## src/rtl/reg_wr_arb.sv

```systemverilog
`default_nettype none
// ============================================================================
//  Module   : reg_wr_arb
//  Purpose  : Register-file write-port arbiter. Two writeback sources (req0 =
//             execute result, req1 = memory-load return) share one write
//             port. Valid/ready handshakes, a starvation guard for req1,
//             oldest-first ordering on same-register collisions, and a
//             registered write port with one cycle of latency.
//  Revision : 1.0 - initial release
// ============================================================================
module reg_wr_arb #(
    parameter int IDX_W      = 5,
    parameter int DATA_W     = 32,
    parameter int STARVE_MAX = 3
) (
    input  logic              clk,
    input  logic              rst_n,
    input  logic              hold,
    input  logic              req0_valid,
    input  logic [IDX_W-1:0]  req0_index,
    input  logic [DATA_W-1:0] req0_data,
    input  logic [1:0]        req0_scope,
    output logic              req0_ready,
    input  logic              req1_valid,
    input  logic [IDX_W-1:0]  req1_index,
    input  logic [DATA_W-1:0] req1_data,
    input  logic [1:0]        req1_scope,
    output logic              req1_ready,
    output logic              we,
    output logic [IDX_W-1:0]  reg_w_index,
    output logic [DATA_W-1:0] wr_data,
    output logic [1:0]        wr_scope,
    output logic [3:0]        starve_cnt
);

    localparam logic [3:0] C_STARVE_MAX = 4'(STARVE_MAX);

    logic              w_grant0;
    logic              w_grant1;
    logic              w_both;
    logic              w_same_idx;
    logic              w_starved;

    logic [3:0]        r_starve_cnt;
    logic              r_we;
    logic [IDX_W-1:0]  r_index;
    logic [DATA_W-1:0] r_data;
    logic [1:0]        r_scope;

    // Grant selection: hold blocks everything; a lone requester always wins;
    // on contention the load wins when it targets the same register (it is
    // older, so the execute result must land last) or when it has starved.
    always_comb begin
        w_both     = req0_valid && req1_valid;
        w_same_idx = (req0_index == req1_index);
        w_starved  = (r_starve_cnt == C_STARVE_MAX);
        w_grant0   = 1'b0;
        w_grant1   = 1'b0;
        if (!hold) begin
            if (w_both) begin
                if (w_same_idx || w_starved) begin
                    w_grant1 = 1'b1;
                end else begin
                    w_grant0 = 1'b1;
                end
            end else begin
                w_grant0 = req0_valid;
                w_grant1 = req1_valid;
            end
        end
    end

    // Ready is forced low while the block is held in reset so no requester
    // believes it was accepted by a flop that cannot capture it.
    assign req0_ready = w_grant0 && rst_n;
    assign req1_ready = w_grant1 && rst_n;

    // Consecutive-loss counter for req1; saturates so the forced grant fires.
    always_ff @(posedge clk or negedge rst_n) begin
        if (!rst_n) begin
            r_starve_cnt <= 4'd0;
        end else if (w_grant1 || !req1_valid || hold) begin
            r_starve_cnt <= 4'd0;
        end else if (w_grant0) begin
            if (r_starve_cnt < C_STARVE_MAX) begin
                r_starve_cnt <= r_starve_cnt + 4'd1;
            end
        end
    end

    // Registered write port: reloads on every grant, otherwise only we drops.
    always_ff @(posedge clk or negedge rst_n) begin
        if (!rst_n) begin
            r_we    <= 1'b0;
            r_index <= '0;
            r_data  <= '0;
            r_scope <= 2'b00;
        end else begin
            r_we <= w_grant0 || w_grant1;
            if (w_grant1) begin
                r_index <= req1_index;
                r_data  <= req1_data;
                r_scope <= req1_scope;
            end else if (w_grant0) begin
                r_index <= req0_index;
                r_data  <= req0_data;
                r_scope <= req0_scope;
            end
        end
    end

    assign we          = r_we;
    assign reg_w_index = r_index;
    assign wr_data     = r_data;
    assign wr_scope    = r_scope;
    assign starve_cnt  = r_starve_cnt;

endmodule
`default_nettype wire

```

## config.mk

```make
export PLATFORM = sky130hd
export DESIGN_NAME = reg_wr_arb
export DESIGN_NICKNAME = d
export VERILOG_FILES = /design/src/rtl/reg_wr_arb.sv
export SDC_FILE = /design/constraint.sdc
export NUM_CORES = 1
export LEC_CHECK = 0
export BUFFER_PORTS_ARGS = -buffer_cell sky130_fd_sc_hd__buf_4
export CAP_MARGIN = 30
export CORE_UTILIZATION = 30
export CTS_BUF_LIST = sky130_fd_sc_hd__clkbuf_4 sky130_fd_sc_hd__clkbuf_8 sky130_fd_sc_hd__clkbuf_16
export DETAILED_ROUTE_END_ITERATION = 10
export SETUP_SLACK_MARGIN = 0.4
export SYNTH_ARGS = -nofsm -noshare
export SYNTH_HDL_FRONTEND = slang
export SYNTH_SLANG_ARGS = --single-unit
```

## constraint.sdc

```tcl
create_clock -name clk -period 2.2 [get_ports clk]
set_input_delay 0.44 -clock clk [delete_from_list [all_inputs] [get_ports clk]]
set_output_delay 0.44 -clock clk [all_outputs]
set_load 0.01 [all_outputs]
```

==> results of run 1 <==
==> registers in the layout (all words and copies together), names as in the netlist <==
name         flops
reg_w_index      5
starve_cnt       4
we               1
wr_data         32
wr_scope         2
==> metal layers <==
metal  global-route usage  up-vias
met5                    0        -
met4               0.0436        0
met3               0.0396        8
met2                0.276       90
met1                0.204     1127
li1                     -     1133
==> cell usage after synthesis <==
cell	count
sky130_fd_sc_hd__a21o_1	1
sky130_fd_sc_hd__a221oi_2	39
sky130_fd_sc_hd__and2_1	1
sky130_fd_sc_hd__and3_1	1
sky130_fd_sc_hd__buf_2	3
sky130_fd_sc_hd__buf_4	2
sky130_fd_sc_hd__buf_6	5
sky130_fd_sc_hd__clkbuf_1	6
sky130_fd_sc_hd__dfrtp_1	44
sky130_fd_sc_hd__ha_1	1
sky130_fd_sc_hd__inv_1	81
sky130_fd_sc_hd__mux2i_1	1
sky130_fd_sc_hd__nand2_1	1
sky130_fd_sc_hd__nand2b_1	1
sky130_fd_sc_hd__nand3_1	2
sky130_fd_sc_hd__nor2_1	7
sky130_fd_sc_hd__nor2b_1	1
sky130_fd_sc_hd__nor3_1	1
sky130_fd_sc_hd__nor3_2	1
sky130_fd_sc_hd__o2111ai_1	1
sky130_fd_sc_hd__o211ai_1	1
sky130_fd_sc_hd__o221a_4	1
sky130_fd_sc_hd__o22ai_1	39
sky130_fd_sc_hd__or3b_4	1
sky130_fd_sc_hd__xnor2_1	6
==> worst register-to-register path: cells and delay by family (launching register included) <==
family | cells | cell delay (ns)
compound gates | 2 | 0.60
simple gates | 1 | 0.41
flops | 1 | 0.37
buf+inv | 1 | 0.25
fa+ha+maj | 1 | 0.17
==> kinds of logic after synthesis <==
logic type	share of synthesized area
buf+inv	0.162
compound gates	0.342
simple gates	0.0358
flops	0.431
fa+ha+maj	0.00490
mux	0.00392
xor+xnor	0.0206
==> layout make-up <==
class                           count  area share
Inverter                           81      0.0811
Multi-Input combinational cell    107       0.281
Clock buffer                        8      0.0260
Sequential cell                    44       0.294
Tap cell                          105      0.0350
Timing Repair Buffer              140       0.284
==> worst max-delay path by stage <==
stage / from / to
6_report: starve_cnt[0] / req0_ready
5_1_grt: starve_cnt[0] / req1_ready
4_1_cts: starve_cnt[0] / req0_ready
3_5_place_dp: req1_index[0] / req0_ready
3_3_place_gp: req1_index[4] / req0_ready
2_1_floorplan: starve_cnt[0] / req0_ready
==> power by group through the flow <==
| stage | clock network, mW | registers (mW) | logic (mW) |
|---|---|---|---|
| final | 0.551 | 0.971 | 0.680 |
| after global placement | 0 | 0.985 | 0.674 |
| after detailed placement | 0 | 0.985 | 0.686 |
| after floorplan | 0 | 1.03 | 0.282 |
| after global routing | 0.604 | 0.985 | 0.741 |
| after CTS | 0.583 | 0.972 | 0.688 |
==> through the flow <==
stage	util	setup slack, ns	instances	setup TNS (ns)
2_1_floorplan	-	0.167	248	0
3_3_place_gp	0.441	0.189	473	0
3_5_place_dp	0.441	0.191	473	0
4_1_cts	0.456	-0.0550	484	-0.0817
5_1_grt	0.457	-0.0861	485	-0.171
6_report	0.457	-0.0370	485	-0.0511
==> timing repair <==
action                                  in CTS  in global routing
pin swaps                                    0                  1
endpoints found under the hold margin        0                  0
endpoints found under the setup margin      41                 41
setup buffers                                3                  1
==> impl_metrics.ini, run 1 <==
[cts]
cts_tree = done
clock_sinks = 44
cts.repair.resized = 0
cts_hold_buffers = 0
clk_pin_slew_ns = 0.08
root_buffer = sky130_fd_sc_hd__clkbuf_8
cts-htree-levels = 2
tritoncts.num_buffers = 5
clock_insertion_delay_worst_skew_ns = 0.29
clockBufferDepth = 2

[timing]
tightest_slew_ns = 0.446
hold_slack_ns = 0.0112
min_period_over_period = 1.02
fmax_mhz = 447
final-max-slew-violation-count = 0
report.final.hold_viol_count = 0
setup-violations-final = 2
timing.max_slew.rel_slack = 0.702
rsz0062_at_grt = yes
post-route-min-period_ns = 2.24
clock-skew-final_ns = 0.00471
final_worst_setup_slack_ns = -0.0370

[finish]
net_total_in_the_final_layout = 463
layout_commonest_cell = sky130_fd_sc_hd__buf_4
final.fill_count = 810
seq_area_um2 = 1100
final_layout_size_suffix_gt1_frac = 0.503
antenna_cells_inserted = 0
multi_input_comb_area_um2 = 1050
final_cell_area_um2 = 3750
layout.cells.most_common_list = 139 x sky130_fd_sc_hd__buf_4, 81 x sky130_fd_sc_hd__inv_1, 44 x sky130_fd_sc_hd__dfrtp_1
flow.area_growth_from_synthesis_pct = 46.9

[outcome]
outcome = complete, but fails checks
violations = negative setup slack

[setup_path]
timing.critical_path.slowest_stage_cell = sky130_fd_sc_hd__or3b_4
rr_endpoint = wr_data[15]
worst_path_arrival_time_ns = 1.80
cpLargestDelayFamily = simple AND/OR/NAND/NOR gates
reg_to_reg_startpoint = starve_cnt[0]
cp_num_cells = 5
crit_type = flip-flop to output pin
worstRegToRegCells = 5
ff2ff_setup_slack_ns = 0.31
crit_fanout = 3
cp_slowest_stage_delay_ns = 0.41
cp_cell_sequence = ha_1 -> or3b_4 -> o221a_4 -> and2_1 -> buf_4
cp-end-kind = output pin
timing.critical_path.from_type = flip-flop
crit_required_ns = 1.76
worst-path-buf-inv = 1

[synth]
area_contributors_post_synth = sky130_fd_sc_hd__dfrtp_1 43%, sky130_fd_sc_hd__a221oi_2 23%, sky130_fd_sc_hd__inv_1 12%, sky130_fd_sc_hd__o22ai_1 9.6%, sky130_fd_sc_hd__buf_6 2.2%
yosysTopAreaCell = sky130_fd_sc_hd__dfrtp_1
yosysUniqueCellTypes = 25
post_syn_instances = 248
yosysWarnings = 0
post-synth-top-area-fraction = 0.431
synthesis.area_per_instance_um2 = 10.3
syn-cell-area_um2 = 2550
synth-seq-cells = 44
net_count_of_the_mapped_netlist = 332
synth_seq_area_share = 0.431

[power_and_ir_drop]
power_per_cell_area_nw_per_um2 = 587
share_seq_of_total_power = 0.441
internal_power_mw = 1.56
peakVddDrop_mv = 0.239
power_switching_mw = 0.638
clock_network_power_share = 0.250
power.share.combinational = 0.309
leakagePower_nw = 1.95
power_switching_share = 0.290
total_power_mw = 2.20

[place]
placement.cell_area_um2 = 3620
buffer_ports.inserted = 128
dp.final_hpwl_um = 5240
gp_congestion = 0.763

[die]
std_cell_rows = 33
die_height_um = 94.3
die_width_um = 94.3
floorplan.die_area_um2 = 8880
top_level_ports = 129
core_outline_area_um2 = 8220
initial_core_util = 0.311

[routing]
remaining_drc_errors = 0
detail_route.wirelength.met1_um = 3080
routed.top_layer = met4
avgRoutedWirePerCell_um = 14.8
detail_route.vias_per_cell = 4.86
firstDrtPassIters = 4
vias = 2358
wl_met2_um = 3510
wl_met3_um = 504
initialDrtViolationCount = 81
routed_wirelength_um = 7160
detail-route-antenna-nets = 0

[grt]
groute.usage.overall = 0.163
grt_max_degree = 40
vias_in_the_first_global_route = 2338
grt_first_pass_wirelength_um = 11200
antenna_violations_before_repair = 0
grt_overflow_total = 0

[min_path]
min_path_type = input pin to async pin

[flow_run]
drv.max_cap_violation_count = 0
Note: power is estimated with default switching activity, not from simulation.
==> run 2: changes to the inputs <==
CELL_PAD_IN_SITES_DETAIL_PLACEMENT = 0   (was default)
CELL_PAD_IN_SITES_GLOBAL_PLACEMENT = 1   (was default)
PLACE_DENSITY_LB_ADDON = 0.1   (was default)
==> run 2 against run 1 <==
Compared with the run above: the flow still finishes with violations (negative setup slack); final cell count increased by 1.9%; clock power rose by 2%; sequential power about the same; via count barely moved; global-route usage rose by 1.8 points; setup slack improved by 0.013 ns; sequential share of layout area down 2.2 points; register-to-register slack got worse by 0.16 ns; count of clock-buffer cells in the layout shrank 1; routed wire length rose by 7.6%; flip-flop and latch count stayed put; critical path type unchanged; largest cell class is now buffers; highest routed layer unchanged.
==> impl_metrics.ini, run 2 (synthesis gave the netlist of run 1 again) <==
[grt]
antenna_violations_before_repair = 0
vias_in_the_first_global_route = 2369
grt_first_pass_wirelength_um = 12200
grt_max_degree = 26
groute.usage.overall = 0.180
grt_overflow_total = 0

[power_and_ir_drop]
total_power_mw = 2.29
power_per_cell_area_nw_per_um2 = 565
peakVddDrop_mv = 0.216
leakagePower_nw = 2.06

[finish]
post_route_utilization = 0.494
final.fill_count = 798
antenna_cells_inserted = 0
final_layout_size_suffix_gt1_frac = 0.524
net_total_in_the_final_layout = 473
layout.cells.most_common_list = 135 x sky130_fd_sc_hd__buf_4, 81 x sky130_fd_sc_hd__inv_1, 44 x sky130_fd_sc_hd__dfrtp_1
largest_register_ffs = 32
layout_commonest_cell = sky130_fd_sc_hd__buf_4
flow.area_growth_from_synthesis_pct = 59.0
final_cell_area_um2 = 4060
final_instance_count_without_filler_cells = 494

[cts]
clockBufferDepth = 2
clock_insertion_delay_worst_skew_ns = 0.29
clock_sinks = 44
root_buffer = sky130_fd_sc_hd__clkbuf_8
cts_hold_buffers = 0
cts-htree-levels = 2
clk_pin_slew_ns = 0.09
tritoncts.num_buffers = 5
cts_tree = done

[place]
gp_congestion = 0.672
buffer_ports.inserted = 128
dp.final_hpwl_um = 5200
placed_cells = 475
placement.cell_area_um2 = 3640

[routing]
vias = 2357
detail-route-antenna-nets = 0
firstDrtPassIters = 4
initialDrtViolationCount = 90
routed_wirelength_um = 7710
detail_route.vias_per_cell = 4.77
remaining_drc_errors = 0
avgRoutedWirePerCell_um = 15.6

[flow_run]
drv.max_cap_violation_count = 0

[die]
initial_core_util = 0.311
die_height_um = 94.3
std_cell_rows = 33
floorplan.die_area_um2 = 8880
die_width_um = 94.3
core_outline_area_um2 = 8220
top_level_ports = 129

[timing]
min_period_over_period = 1.01
fmax_mhz = 450
tightest_slew_ns = 0.389
report.final.hold_viol_count = 0
post-route-min-period_ns = 2.22
final-max-slew-violation-count = 0
setup-violations-final = 2
hold_slack_ns = 0.0354
final_worst_setup_slack_ns = -0.0242
rsz0062_at_grt = yes
clock-skew-final_ns = 0.00558
timing.max_slew.rel_slack = 0.740

[setup_path]
worst_path_arrival_time_ns = 1.78
crit_type = flip-flop to output pin
crit_fanout = 3
timing.critical_path.slowest_stage_cell = sky130_fd_sc_hd__or3b_4
cpLargestDelayFamily = simple AND/OR/NAND/NOR gates
timing.critical_path.from_type = flip-flop
worst-path-buf-inv = 2
crit_required_ns = 1.76
ff2ff_setup_slack_ns = 0.15
cp_cell_sequence = ha_2 -> or3b_4 -> buf_6 -> o211ai_1 -> and3_1 -> buf_4
cp-end-kind = output pin
cp_slowest_stage_delay_ns = 0.39

[outcome]
outcome = complete, but fails checks
violations = negative setup slack

[min_path]
min_path_type = input pin to async pin
## run 2: cell count changes in the layout (fill, tap and decap cells not counted), moves of 2 or more
cell                       before  now
sky130_fd_sc_hd__buf_6          0    6
sky130_fd_sc_hd__buf_4        139  135
sky130_fd_sc_hd__clkbuf_4       2    0
sky130_fd_sc_hd__a221oi_4       0    5
sky130_fd_sc_hd__buf_12         1    4
sky130_fd_sc_hd__a221oi_2      39   34
sky130_fd_sc_hd__buf_16         0    5
## run 2: final timing paths
kind / start / end / cells past startpoint
min reg2reg: starve_cnt[2] / starve_cnt[2] / 2
max reg2reg: starve_cnt[1] / wr_data[24] / 8
min: rst_n / wr_data[12] / 1
max in group asynchronous: rst_n / starve_cnt[1] / 2
max: starve_cnt[1] / req1_ready / 6
min in group clk: req0_data[19] / wr_data[19] / 3
## run 2: area by class of cell
cell class	instances	area, µm²	area share
clock buffer	7	96.3	0.0237
inverter	81	304	0.0749
multi-input combinational	107	1130	0.278
sequential	44	1100	0.271
tap	105	131	0.0324
timing repair buffer	150	1300	0.320
## run 2: metrics by stage
step,worst slack (ns),TNS (ns)
after floorplan,0.167,0
after global placement,0.195,0
after detailed placement,0.197,0
after CTS,-0.0317,-0.0317
after global routing,-0.0781,-0.153
final,-0.0242,-0.0275
## run 2: repair_timing
action | 4_1_cts | 5_1_grt
hold endpoints to repair | 0 | 0
buffers inserted | 8 | 0
pin swaps | 41 | 4
setup endpoints to repair | 41 | 41
gates resized for setup | 23 | 7
cloned | 4 | 0
## run 2: routing by layer
metal / vias up / share of wire / wire length [µm] / global-route usage
met3: 6 / 0.064 / 493 / 0.0396
li1: 1151 / - / - / -
met2: 76 / 0.49 / 3770 / 0.310
met1: 1124 / 0.44 / 3380 / 0.229
met4: 0 / 0.0082 / 63 / 0.0385
met5: - / 0 / 0 / 0
## run 2: power by group
part | switching (mW) | internal, mW | total (mW)
registers | 0.0589 | 0.910 | 0.969
clock network | 0.283 | 0.280 | 0.563
logic | 0.333 | 0.427 | 0.760
total | 0.675 | 1.62 | 2.29
## run 2: worst reg2reg max path: stages, from the launching register on
cell and delay [ns]:
sky130_fd_sc_hd__dfrtp_1 0.36, sky130_fd_sc_hd__ha_2 0.18, sky130_fd_sc_hd__or3b_4 0.39, sky130_fd_sc_hd__o221a_4 0.27, sky130_fd_sc_hd__buf_6 0.11, sky130_fd_sc_hd__buf_12 0.14
sky130_fd_sc_hd__buf_6 0.12, sky130_fd_sc_hd__buf_16 0.13, sky130_fd_sc_hd__a221oi_4 0.26
==> run 3: changes to the inputs <==
MAX_ROUTING_LAYER = met4   (was default)
==> run 3 against run 2 <==
Compared with the run above: the flow still finishes with violations (negative setup slack); core utilization unchanged; non-clock buffer count unchanged; sequential share of layout area is the same; design area is the same; global-route usage rose by 0.51 points; register-to-register slack barely moved; total power is essentially flat; critical path type unchanged; largest power group unchanged.
==> impl_metrics.ini, run 3 (synthesis gave the netlist of run 1 again) <==
[outcome]
outcome = complete, but fails checks
violations = negative setup slack

[die]
top_level_ports = 129
die_width_um = 94.3
floorplan.die_area_um2 = 8880
die_height_um = 94.3
initial_core_util = 0.311
std_cell_rows = 33
core_outline_area_um2 = 8220

[setup_path]
crit_fanout = 3
cp-end-kind = output pin
worst_path_arrival_time_ns = 1.78
ff2ff_setup_slack_ns = 0.16
crit_type = flip-flop to output pin
timing.critical_path.slowest_stage_cell = sky130_fd_sc_hd__or3b_4
cp_slowest_stage_delay_ns = 0.39
crit_required_ns = 1.76
cp_cell_sequence = ha_2 -> or3b_4 -> buf_6 -> o211ai_1 -> and3_1 -> buf_4
timing.critical_path.from_type = flip-flop

[cts]
clock_insertion_delay_worst_skew_ns = 0.29
clk_pin_slew_ns = 0.09
root_buffer = sky130_fd_sc_hd__clkbuf_8
cts-htree-levels = 2
clock_sinks = 44
clockBufferDepth = 2
tritoncts.num_buffers = 5
cts_tree = done

[routing]
vias = 2363
detail-route-antenna-nets = 0
avgRoutedWirePerCell_um = 15.6
remaining_drc_errors = 0
firstDrtPassIters = 4
detail_route.vias_per_cell = 4.78
initialDrtViolationCount = 98
routed_wirelength_um = 7720

[timing]
timing.max_slew.rel_slack = 0.740
final-max-slew-violation-count = 0
clock-skew-final_ns = 0.00543
report.final.hold_viol_count = 0
setup-tns-final_ns = -0.0228
tightest_slew_ns = 0.389
hold_slack_ns = 0.0354
setup-violations-final = 2
min_period_over_period = 1.01
post-route-min-period_ns = 2.22
final_worst_setup_slack_ns = -0.0202
fmax_mhz = 450
rsz0062_at_grt = yes

[finish]
largest_register_ffs = 32
final.fill_count = 798
final_instance_count_without_filler_cells = 494
final_layout_size_suffix_gt1_frac = 0.524
layout.cells.most_common_list = 135 x sky130_fd_sc_hd__buf_4, 81 x sky130_fd_sc_hd__inv_1, 44 x sky130_fd_sc_hd__dfrtp_1
flow.area_growth_from_synthesis_pct = 59.0
net_total_in_the_final_layout = 473
antenna_cells_inserted = 0
layout_commonest_cell = sky130_fd_sc_hd__buf_4

[power_and_ir_drop]
leakagePower_nw = 2.06
power_switching_share = 0.294
internal_power_mw = 1.62
power_per_cell_area_nw_per_um2 = 564
power_switching_mw = 0.674
peakVddDrop_mv = 0.216
clock_network_power_share = 0.246
power.share.combinational = 0.332
share_seq_of_total_power = 0.423

[grt]
vias_in_the_first_global_route = 2372
antenna_violations_before_repair = 0
grt_max_degree = 26
grt_first_pass_wirelength_um = 12200
groute.usage.overall = 0.185
grt_overflow_total = 0

[place]
gp_congestion = 0.679
placed_cells = 475
dp.final_hpwl_um = 5200
buffer_ports.inserted = 128

[flow_run]
drv.max_cap_violation_count = 0

[min_path]
min_path_type = input pin to async pin
## run 3: cell type report
type	instances	area [µm²]	share of cell area
flip-flops and latches	44	1100	0.271
inverters	81	304	0.0749
well taps	105	131	0.0324
multi-input cells	107	1130	0.278
repair buffers	150	1300	0.320
clock buffers	7	96.3	0.0237
## run 3: through the flow
stage	util	setup slack, ns	area [µm²]	power (mW)
floorplan	-	0.167	2550	1.31
global placement	0.443	0.195	3640	1.67
detailed placement	0.443	0.197	3640	1.67
CTS	0.486	-0.0317	4000	2.31
global route	0.494	-0.0781	4060	2.42
finish	0.494	-0.0202	4060	2.29
## run 3: timing repair
action                                  CTS  global route
pin swaps                                41             4
cloned                                    4             0
hold buffers                              0             0
buffers inserted                          8             0
endpoints found under the setup margin   41            41
gates resized for setup                  23             7
## run 3: final timing paths
kind | start | cells after the start | to
max | starve_cnt[1] | 6 | req1_ready
min in group clk | req0_data[19] | 3 | wr_data[19]
max reg2reg | starve_cnt[1] | 8 | wr_data[24]
min reg2reg | starve_cnt[2] | 2 | starve_cnt[2]
min | rst_n | 1 | wr_data[12]
max in group asynchronous | rst_n | 2 | starve_cnt[1]
## run 3: routing by layer
layer  part of all wire  global-route usage  wire (µm)  vias up
met5                  0                   -          0        -
met2               0.49               0.309       3770       78
met3              0.059              0.0356        452        6
li1                   -                   -          -     1151
met1               0.45               0.233       3430     1128
met4             0.0073              0.0385         56        0
## run 3: worst max-delay path, delay by kind of cell, from the launching register on
family / cells / cell delay (ns)
buffers and inverters: 2 / 0.26
AOI/OAI and AO/OA: 1 / 0.09
and+or+nand+nor: 2 / 0.60
adders and majority gates: 1 / 0.18
DFF: 1 / 0.36
## run 3: power by group through the flow
stage | Clock (mW) | Sequential (mW) | Combinational (mW)
2_1_floorplan | 0 | 1.03 | 0.282
3_3_place_gp | 0 | 0.984 | 0.683
3_5_place_dp | 0 | 0.982 | 0.692
4_1_cts | 0.585 | 0.970 | 0.752
5_1_grt | 0.613 | 0.982 | 0.828
6_report | 0.563 | 0.969 | 0.760
